## config.mk

```make
export PLATFORM = sky130hd
export DESIGN_NAME = seq_divider8_flat
export DESIGN_NICKNAME = d
export VERILOG_FILES = /design/src/rtl/seq_divider8_pkg.sv /design/src/rtl/seq_divider8_if.sv /design/src/rtl/seq_divider8_div_step.sv /design/src/rtl/seq_divider8.sv /design/src/flat_wrapper.sv
export SDC_FILE = /design/constraint.sdc
export NUM_CORES = 1
export LEC_CHECK = 0
export CAP_MARGIN = 5
export CORE_MARGIN = 3
export CORE_UTILIZATION = 25
export CTS_BUF_LIST = sky130_fd_sc_hd__clkbuf_8
export CTS_CLUSTER_SIZE = 8
export DETAILED_ROUTE_END_ITERATION = 12
export PLACE_DENSITY = 0.55
export RECOVER_POWER = 25
export SLEW_MARGIN = 20
export SYNTH_ARGS = -nofsm -noshare
export SYNTH_HDL_FRONTEND = slang
export SYNTH_HIERARCHICAL = 1
export SYNTH_SLANG_ARGS = --single-unit
```

## constraint.sdc

```tcl
create_clock -name clk -period 2.75 [get_ports clk]
set_input_delay 0.275 -clock clk [delete_from_list [all_inputs] [get_ports clk]]
set_output_delay 0.275 -clock clk [all_outputs]
set_load 0.01 [all_outputs]
```

## src/rtl/seq_divider8_pkg.sv

```systemverilog
// Shared constants and FSM state type for the sequential divider.
// Latency: n/a (declarations only).
// Backpressure: n/a.
package seq_divider8_pkg;

    // Default operand/result width; the divider iterates once per bit.
    localparam int DIV_WIDTH = 8;

    // Iteration counter width for the default width.
    localparam int DIV_CNT_W = $clog2(DIV_WIDTH);

    typedef enum logic [1:0] {
        IDLE = 2'd0,
        BUSY = 2'd1,
        DONE = 2'd2
    } div_state_t;

endpackage : seq_divider8_pkg

```

## src/rtl/seq_divider8_if.sv

```systemverilog
// Operand/result handshake bundle for the sequential divider.
// Latency: n/a (wires only).
// Backpressure: valid/ready on both the operand side and the result side.
//
// Signals:
//   in_valid/in_ready   operand handshake, in_a dividend, in_b divisor
//   out_valid/out_ready result handshake, quo_out, rem_out, div_by_zero
// Modports:
//   master  operand producer / result consumer
//   slave   the divider
interface seq_divider8_if
    import seq_divider8_pkg::*;
#(
    parameter int WIDTH = DIV_WIDTH
);
    logic             in_valid;
    logic             in_ready;
    logic [WIDTH-1:0] in_a;
    logic [WIDTH-1:0] in_b;
    logic             out_valid;
    logic             out_ready;
    logic [WIDTH-1:0] quo_out;
    logic [WIDTH-1:0] rem_out;
    logic             div_by_zero;

    modport master (
        output in_valid, in_a, in_b, out_ready,
        input  in_ready, out_valid, quo_out, rem_out, div_by_zero
    );

    modport slave (
        input  in_valid, in_a, in_b, out_ready,
        output in_ready, out_valid, quo_out, rem_out, div_by_zero
    );

endinterface : seq_divider8_if

```

## src/rtl/seq_divider8_div_step.sv

```systemverilog
// One restoring-division iteration: trial subtract of the divisor from the shifted partial remainder.
// Latency: combinational.
// Backpressure: none (pure datapath).
//
// Ports:
//   i_rem     current partial remainder (always < i_div)
//   i_a_msb   next dividend bit shifted into the remainder
//   i_div     divisor
//   o_rem_nxt remainder after this step (restored on borrow)
//   o_q_bit   quotient bit produced by this step
module seq_divider8_div_step
    import seq_divider8_pkg::*;
#(
    parameter int WIDTH = DIV_WIDTH
) (
    input  logic [WIDTH-1:0] i_rem,
    input  logic             i_a_msb,
    input  logic [WIDTH-1:0] i_div,
    output logic [WIDTH-1:0] o_rem_nxt,
    output logic             o_q_bit
);

    logic [WIDTH:0] w_trial;
    logic [WIDTH:0] w_diff;
    logic           w_borrow;

    // Subtraction done as add of the inverted divisor with carry-in 1, so the
    // same ripple-add structure as the ALU adder is reused.
    assign w_trial  = {i_rem, i_a_msb};
    assign w_diff   = w_trial + ~{1'b0, i_div} + {{WIDTH{1'b0}}, 1'b1};

    // Because i_rem < i_div, the trial value is below 2*i_div, so the top bit of
    // the difference is set exactly when the subtraction went negative.
    assign w_borrow = w_diff[WIDTH];

    // On borrow the trial value itself is < i_div and fits in WIDTH bits.
    assign o_rem_nxt = w_borrow ? w_trial[WIDTH-1:0] : w_diff[WIDTH-1:0];
    assign o_q_bit   = ~w_borrow;

endmodule : seq_divider8_div_step

```

## src/rtl/seq_divider8.sv

```systemverilog
// Multi-cycle unsigned restoring divider: quo_out = in_a / in_b, rem_out = in_a % in_b.
// Latency: result valid WIDTH+1 cycles after the accept cycle (1 cycle for a zero divisor).
// Backpressure: in_ready low while busy or holding a result; result held stable until out_ready.
//
// Ports:
//   clk    rising-edge clock
//   rst_n  asynchronous active-low reset; aborts any operation in flight
//   bus    seq_divider8_if slave: operand handshake in, result handshake out
module seq_divider8
    import seq_divider8_pkg::*;
#(
    parameter int WIDTH = DIV_WIDTH
) (
    input  logic           clk,
    input  logic           rst_n,
    seq_divider8_if.slave  bus
);

    localparam int CW = (WIDTH > 1) ? $clog2(WIDTH) : 1;

    div_state_t       r_state;
    div_state_t       w_state_nxt;
    logic             w_in_ready;
    logic             w_out_valid;

    logic [WIDTH-1:0] r_a;
    logic [WIDTH-1:0] r_b;
    logic [WIDTH-1:0] r_r;
    logic [CW-1:0]    r_cnt;
    logic [WIDTH-1:0] r_quo;
    logic [WIDTH-1:0] r_rem;
    logic             r_dbz;

    logic [WIDTH-1:0] w_rem_nxt;
    logic             w_q_bit;
    logic [WIDTH-1:0] w_a_nxt;
    logic             w_accept;
    logic             w_last;

    seq_divider8_div_step #(
        .WIDTH (WIDTH)
    ) u_step (
        .i_rem     (r_r),
        .i_a_msb   (r_a[WIDTH-1]),
        .i_div     (r_b),
        .o_rem_nxt (w_rem_nxt),
        .o_q_bit   (w_q_bit)
    );

    // The dividend register doubles as the quotient shift register: each
    // iteration consumes its MSB and appends the new quotient bit at the LSB.
    assign w_a_nxt  = {r_a[WIDTH-2:0], w_q_bit};
    assign w_accept = (r_state == IDLE) && bus.in_valid;
    assign w_last   = (r_state == BUSY) && (r_cnt == '0);

    always_ff @(posedge clk or negedge rst_n) begin
        if (!rst_n) begin
            r_state <= IDLE;
        end else begin
            r_state <= w_state_nxt;
        end
    end

    always_comb begin
        w_state_nxt = r_state;
        w_in_ready  = 1'b0;
        w_out_valid = 1'b0;
        case (r_state)
            IDLE: begin
                w_in_ready = 1'b1;
                if (bus.in_valid) begin
                    w_state_nxt = (bus.in_b == '0) ? DONE : BUSY;
                end
            end
            BUSY: begin
                if (r_cnt == '0) begin
                    w_state_nxt = DONE;
                end
            end
            DONE: begin
                w_out_valid = 1'b1;
                // Return to IDLE first, so nothing is accepted in the take cycle.
                if (bus.out_ready) begin
                    w_state_nxt = IDLE;
                end
            end
            default: begin
                w_state_nxt = IDLE;
            end
        endcase
    end

    always_ff @(posedge clk or negedge rst_n) begin
        if (!rst_n) begin
            r_a   <= '0;
            r_b   <= '0;
            r_r   <= '0;
            r_cnt <= '0;
            r_quo <= '0;
            r_rem <= '0;
            r_dbz <= 1'b0;
        end else if (w_accept) begin
            r_a   <= bus.in_a;
            r_b   <= bus.in_b;
            r_r   <= '0;
            r_cnt <= CW'(WIDTH - 1);
            if (bus.in_b == '0) begin
                // Zero divisor skips the iterations and reports directly.
                r_quo <= '1;
                r_rem <= bus.in_a;
                r_dbz <= 1'b1;
            end
        end else if (r_state == BUSY) begin
            r_a <= w_a_nxt;
            r_r <= w_rem_nxt;
            if (w_last) begin
                r_quo <= w_a_nxt;
                r_rem <= w_rem_nxt;
                r_dbz <= 1'b0;
            end else begin
                r_cnt <= r_cnt - CW'(1);
            end
        end
    end

    assign bus.in_ready    = w_in_ready;
    assign bus.out_valid   = w_out_valid;
    assign bus.quo_out     = r_quo;
    assign bus.rem_out     = r_rem;
    assign bus.div_by_zero = r_dbz;

endmodule : seq_divider8
```

## src/flat_wrapper.sv

```systemverilog
// flat-port wrapper written by rule: the top's interface ports become plain ports
module seq_divider8_flat import seq_divider8_pkg::*;
#(
    parameter int WIDTH = DIV_WIDTH
)
  (clk, rst_n, bus_in_valid, bus_in_a, bus_in_b, bus_out_ready, bus_in_ready, bus_out_valid, bus_quo_out, bus_rem_out, bus_div_by_zero);
  seq_divider8_if #(.WIDTH(WIDTH)) bus_i ();
  input  logic clk;
  input  logic rst_n;
  input wire logic [$bits(bus_i.in_valid)-1:0] bus_in_valid;
  input wire logic [$bits(bus_i.in_a)-1:0] bus_in_a;
  input wire logic [$bits(bus_i.in_b)-1:0] bus_in_b;
  input wire logic [$bits(bus_i.out_ready)-1:0] bus_out_ready;
  output wire logic [$bits(bus_i.in_ready)-1:0] bus_in_ready;
  output wire logic [$bits(bus_i.out_valid)-1:0] bus_out_valid;
  output wire logic [$bits(bus_i.quo_out)-1:0] bus_quo_out;
  output wire logic [$bits(bus_i.rem_out)-1:0] bus_rem_out;
  output wire logic [$bits(bus_i.div_by_zero)-1:0] bus_div_by_zero;
  assign bus_i.in_valid = bus_in_valid;
  assign bus_i.in_a = bus_in_a;
  assign bus_i.in_b = bus_in_b;
  assign bus_i.out_ready = bus_out_ready;
  assign bus_in_ready = bus_i.in_ready;
  assign bus_out_valid = bus_i.out_valid;
  assign bus_quo_out = bus_i.quo_out;
  assign bus_rem_out = bus_i.rem_out;
  assign bus_div_by_zero = bus_i.div_by_zero;
  seq_divider8 #(.WIDTH(WIDTH)) u_core (.clk(clk), .rst_n(rst_n), .bus(bus_i));
endmodule
```

After elaboration in Yosys (flattened, before gate mapping) --
Index checks and enable logic that the tools add are counted.
Operators by class: equality and inequality tests 7, multiplexer cells 27, reduce and logical (&&, ||, !) cells 10, bitwise logic cells 2, $add $sub $neg 3
Operators with widths (count):
- $mux W8 | 13
- $add A9 B1 Y9 const B | 1
- $add A9 B9 Y9 | 1
- $mux W3 | 3
- $not A8 Y9 | 1
- $logic_not A8 Y1 | 1
- $mux W2 | 4
- $mux W1 | 6
- $ne A2 B2 Y1 const B | 3
- $pmux W2 S3 | 1
- $reduce_and A3 Y1 | 2
- $ne A2 B1 Y1 const B | 2
- $reduce_bool A2 Y1 | 2
- $logic_not A3 Y1 | 1
- $sub A3 B1 Y3 const B | 1
- $eq A2 B1 Y1 const B | 1
- $eq A2 B2 Y1 const B | 1
- $logic_and A1 B1 Y1 | 2
- $logic_not A2 Y1 | 1
- $reduce_and A2 Y1 | 1
- $not A1 Y1 | 1
Word-level totals: bits of input ports 20, output and inout bits 19, flip-flop bits (word level) 46

Depth between registers and ports, before layout --
depth after elaboration 7, depth in mapped cells 11, depth with buffers taken out 11

Cells and area by module --
The synthesis kept the hierarchy.
Modules (own cells, without submodules):
- seq_divider8 | cells each 186, area each 2065.7 um^2, times used 1, sequential area each 1151.1 um^2
- seq_divider8_div_step | cells each 58, area each 485.5 um^2, times used 1, sequential area each 0.0 um^2

Worst setup path after synthesis --
Ideal clock, no wire load.
path kind reg2reg, start register u_core.r_a[7], end register u_core.r_rem[1] (netlist: u_core/bus.rem_out[1]), stages on the path, launching flop included 12, path buffers 0, clock period less this slack 2768 ps, setup slack -18 ps, library setup time 125 ps, arrival time 2643 ps, data required time 2625 ps, cells stage by stage dfrtp_1 inv_1 ha_1 inv_1 fa_1 a21o_1 a21oi_2 o31ai_4 xor2_4 mux2_2 mux2_2 mux2_2
Between the ends: longest elaborated chain between the ends 6
RTL lines:
- start: declaration | line seq_divider8.sv:26 | logic [WIDTH-1:0] r_a;
- start signal: assignment | line seq_divider8.sv:103 | r_a <= bus.in_a;
- start signal: assignment | line seq_divider8.sv:114 | r_a <= w_a_nxt;
- $add A9 B9 Y9 | line seq_divider8_div_step.sv:30 | assign w_diff = w_trial + ~{1'b0, i_div} + {{WIDTH{1'b0}}, 1'b1};
- $add A9 B1 Y9 | line seq_divider8_div_step.sv:30
- $mux W8 | line seq_divider8_div_step.sv:37 | assign o_rem_nxt = w_borrow ? w_trial[WIDTH-1:0] : w_diff[WIDTH-1:0];
- named net u_core.w_rem_nxt[1] | line seq_divider8.sv:34 | logic [WIDTH-1:0] w_rem_nxt;
- $mux W8 | line seq_divider8.sv:116 | if (w_last) begin
- $mux W8 | line seq_divider8.sv:113 | end else if (r_state == BUSY) begin
- $mux W8 | line seq_divider8.sv:102 | end else if (w_accept) begin
- end signal: assignment | line seq_divider8.sv:110 | r_rem <= bus.in_a;
- end signal: assignment | line seq_divider8.sv:118 | r_rem <= w_rem_nxt;
- end: declaration | line seq_divider8.sv:31 | logic [WIDTH-1:0] r_rem;
The timed path passes the listed nets, and every way through them passes these cells. The select of a mux whose other input is x is not followed. A chain may end at the register's enable or synchronous reset.

Worst setup path in the final report --
start register u_core.r_a[7], end register u_core.r_rem[3] (netlist: u_core/bus.rem_out[3])
The elaborated chain is that of the path after synthesis.

==> impl_metrics.ini <==
[worst_setup_path]
worstSetupEndpointType = flop
cp.depth = 12
crit_path_max_incr_delay_ps = 390
crit-reg2reg-capture = u_core/bus.rem_out[3]
worst_setup_path_start_kind = flop
critical_path_class = flop to flop
r2r_start = u_core/r_a[7]
crit_family = multiplexers
slowest_stage = dfrtp_1
crit_fanout = 5
critPathArrivalTime_ps = 2930
r2r_slack_ps = 7
path_cells = inv_2 -> ha_4 -> inv_2 -> fa_2 -> a21o_1 -> a21oi_4 -> o31ai_4 -> xor2_4 -> clkbuf_16 -> mux2_4 -> mux2_2 -> mux2_2
cp.required_ps = 2930
path_buf_inv = 3
reg2regPathDepth = 12

[place]
gp_congestion = 0.777
dp_hpwl_mm = 4.49
numPortBuffers = 38
dpl_cell_area_um2 = 3140
post-place-ws_ps = -126

[synth]
yosys-top-cells-area = dfrtp_1 (45%), mux2_2 (13%), nand2_1 (5.4%), ha_1 (4.9%), nor2_1 (3.2%)
synth_top_area_share_pct = 45.1
synth_flop_cell = dfrtp_1
synth_area_um2 = 2550
ys_seq_elements = 46
ys_types = 44
synth_nets = 275
syn_inst = 244
synth.avg_cell_area_um2 = 10.5
ys_async_sr_fraction_pct = 100
yosysSeqAreaShare_pct = 45.1
synth_top_cell_by_area = dfrtp_1
ys_warn_count = 6
synth_edf_count = 0

[layout]
fillers = 1004
drive_above_1_share_pct = 24.2
area_growth_syn_to_layout_pct = 31.9
nets = 328
n_antenna_cell = 0
final_area_um2 = 3360

[power]
p_per_area_nw_per_um2 = 1470
p_total_mw = 4.93
p_leak_nw = 1.54
peakVddDrop_mv = 0.652

[floorplanning]
fp.dieH_um = 107
top_level_ports = 39
core_area_um2 = 9860
start_util_pct = 25.9
dieArea_um2 = 11500
num_rows = 36
die_w_um = 107

[global_route]
antenna_found_initial = 0
grt_max_degree = 47
grt_pass1_vias = 1951
grt_pass1_wl_mm = 9.95
grt_usage_pct = 11.0
overflow = 0

[sta]
setup_slack_ps = 7.37
post-route-period-util_pct = 99.7
hold_viol = 0
finClkSkew_ps = 12.7
max-slew-margin-rel_pct = 20.7
slew_viol_final = 0
fmaxAchievable_mhz = 365
finalCriticalPeriod_ps = 2740
setup_viol = 0
worstMarginPinSlew_ps = 1190
rsz0062_at_grt = yes
finalSetupTns_ps = 0
holdWs_ps = 281

[clock_tree]
root_buffer = clkbuf_8
cts.reportedPaths.clkPinSlew_ps = 90
cts.path.max_buffers = 2
cts_tree = yes
cts.sinks = 46
numCtsBuffers = 5
hold_buffers = 0
ctsHtreeMaxLevel = 2
clk_latency_ps = 300

[route]
vias = 1946
drc = 0
routed_wl_mm = 6.16
wire_per_inst_um = 14.3
drt-initial-drc-count = 92
first_pass_iters = 4
vias_per_cell = 4.53
drtAntennaViolNets = 0

[worst_hold_path]
holdCritPathClass = input port to async pin

[flow_run]
drv_cap = 0

[outcome]
status = completed
## where the power goes
group / switching (mW) / internal (mW)
registers: 0.249 / 1.00
clock network: 0.225 / 0.171
logic: 1.42 / 1.87
total: 1.89 / 3.04
## registers in the layout, summed over array words and instances (netlist names)
register	flops
u_core/bus.div_by_zero	1
u_core/bus.quo_out	8
u_core/bus.rem_out	8
u_core/r_a	8
u_core/r_b	8
u_core/r_cnt	3
u_core/r_r	8
u_core/r_state	2
## layout by cell type (no fill, tap or decap), types with 3 or more instances in the layout
master | synthesis | final
mux2_2 | 29 | 14
buf_4 | 1 | 16
clkbuf_8 | 0 | 5
a21oi_1 | 14 | 14
nor2_1 | 22 | 22
nand3_1 | 10 | 10
dfrtp_1 | 46 | 46
clkdlybuf4s50_1 | 0 | 37
inv_1 | 12 | 10
o21ai_0 | 3 | 3
nand2_1 | 37 | 37
mux2_4 | 2 | 18
nand2b_1 | 4 | 4
a22oi_1 | 10 | 10
ha_1 | 10 | 8
## worst max-delay path by stage
stage,from,to,slack (ps)
floorplan,u_core/r_a[7],u_core/bus.rem_out[1],20
global placement,u_core/r_a[7],u_core/bus.rem_out[1],-100
detailed placement,u_core/r_a[7],u_core/bus.rem_out[6],-130
CTS,u_core/r_a[7],u_core/bus.rem_out[6],20
global route,u_core/r_a[7],u_core/bus.rem_out[3],-90
finish,u_core/r_a[7],u_core/bus.rem_out[3],7
## cell type report
class / count / area, um2 / area share [%]
Clock inverter: 2 / 10.0 / 0.298
Inverter: 12 / 45.0 / 1.34
Multi-Input combinational cell: 174 / 1370 / 40.6
Clock buffer: 5 / 68.8 / 2.05
Tap cell: 133 / 166 / 4.95
Timing Repair Buffer: 58 / 557 / 16.5
Sequential cell: 46 / 1150 / 34.2
## synth_stat cells, types with 2 or more instances
library cell,n
inv_1,12
xnor2_1,2
dfrtp_1,46
o21ai_0,3
nor2_1,22
xor2_1,2
nand3_1,10
a22oi_1,10
buf_2,2
ha_1,10
mux2i_1,2
nor2b_1,2
buf_6,6
a21oi_1,14
mux2_4,2
nand2b_1,4
a21o_1,2
nor4_1,2
clkbuf_1,2
mux2_2,29
nand2_1,37
## worst reg2reg max path, stage by stage (launching register included)
cell and delay (ps):
dfrtp_1 390, inv_2 80, ha_4 130, inv_2 30, fa_2 330, a21o_1 210, a21oi_4 160, o31ai_4 90
xor2_4 210, clkbuf_16 180, mux2_4 300, mux2_2 250, mux2_2 260
## repair_timing
action / CTS / global route
gates resized for setup: 0 / 17
setup endpoints to repair: 8 / 8
pin swaps: 1 / 0
setup buffers: 2 / 3
hold endpoints to repair: 0 / 0
cloned: 0 / 1
## routing by layer
metal / up-vias / track usage, % / wire, um
li1: 949 / - / -
met5: - / 0 / 0
met2: 51 / 16.5 / 2810
met1: 941 / 15.7 / 2960
met3: 5 / 2.65 / 353
met4: 0 / 2.74 / 44
## stage by stage
step                util [%]  std cells
detailed placement      31.8        417
CTS                     32.9        426
global route            34.1        430
finish                  34.1        430
floorplan                  -        244
global placement        31.8        417
## kinds of logic (layout without fill, tap and decap cells)
kind of cell / Yosys count / in the layout / share of synthesized area (%)
buffers and inverters: 24 / 77 / 5.54
multiplexers: 34 / 34 / 15.2
flip-flops: 46 / 46 / 45.1
AO/OA/AOI/OAI: 40 / 40 / 10.8
AND/OR/NAND/NOR: 84 / 84 / 15.2
XOR/XNOR: 5 / 5 / 2.45
adder cells (fa/ha/maj): 11 / 11 / 5.69
Power figures use the tool's default switching activity.
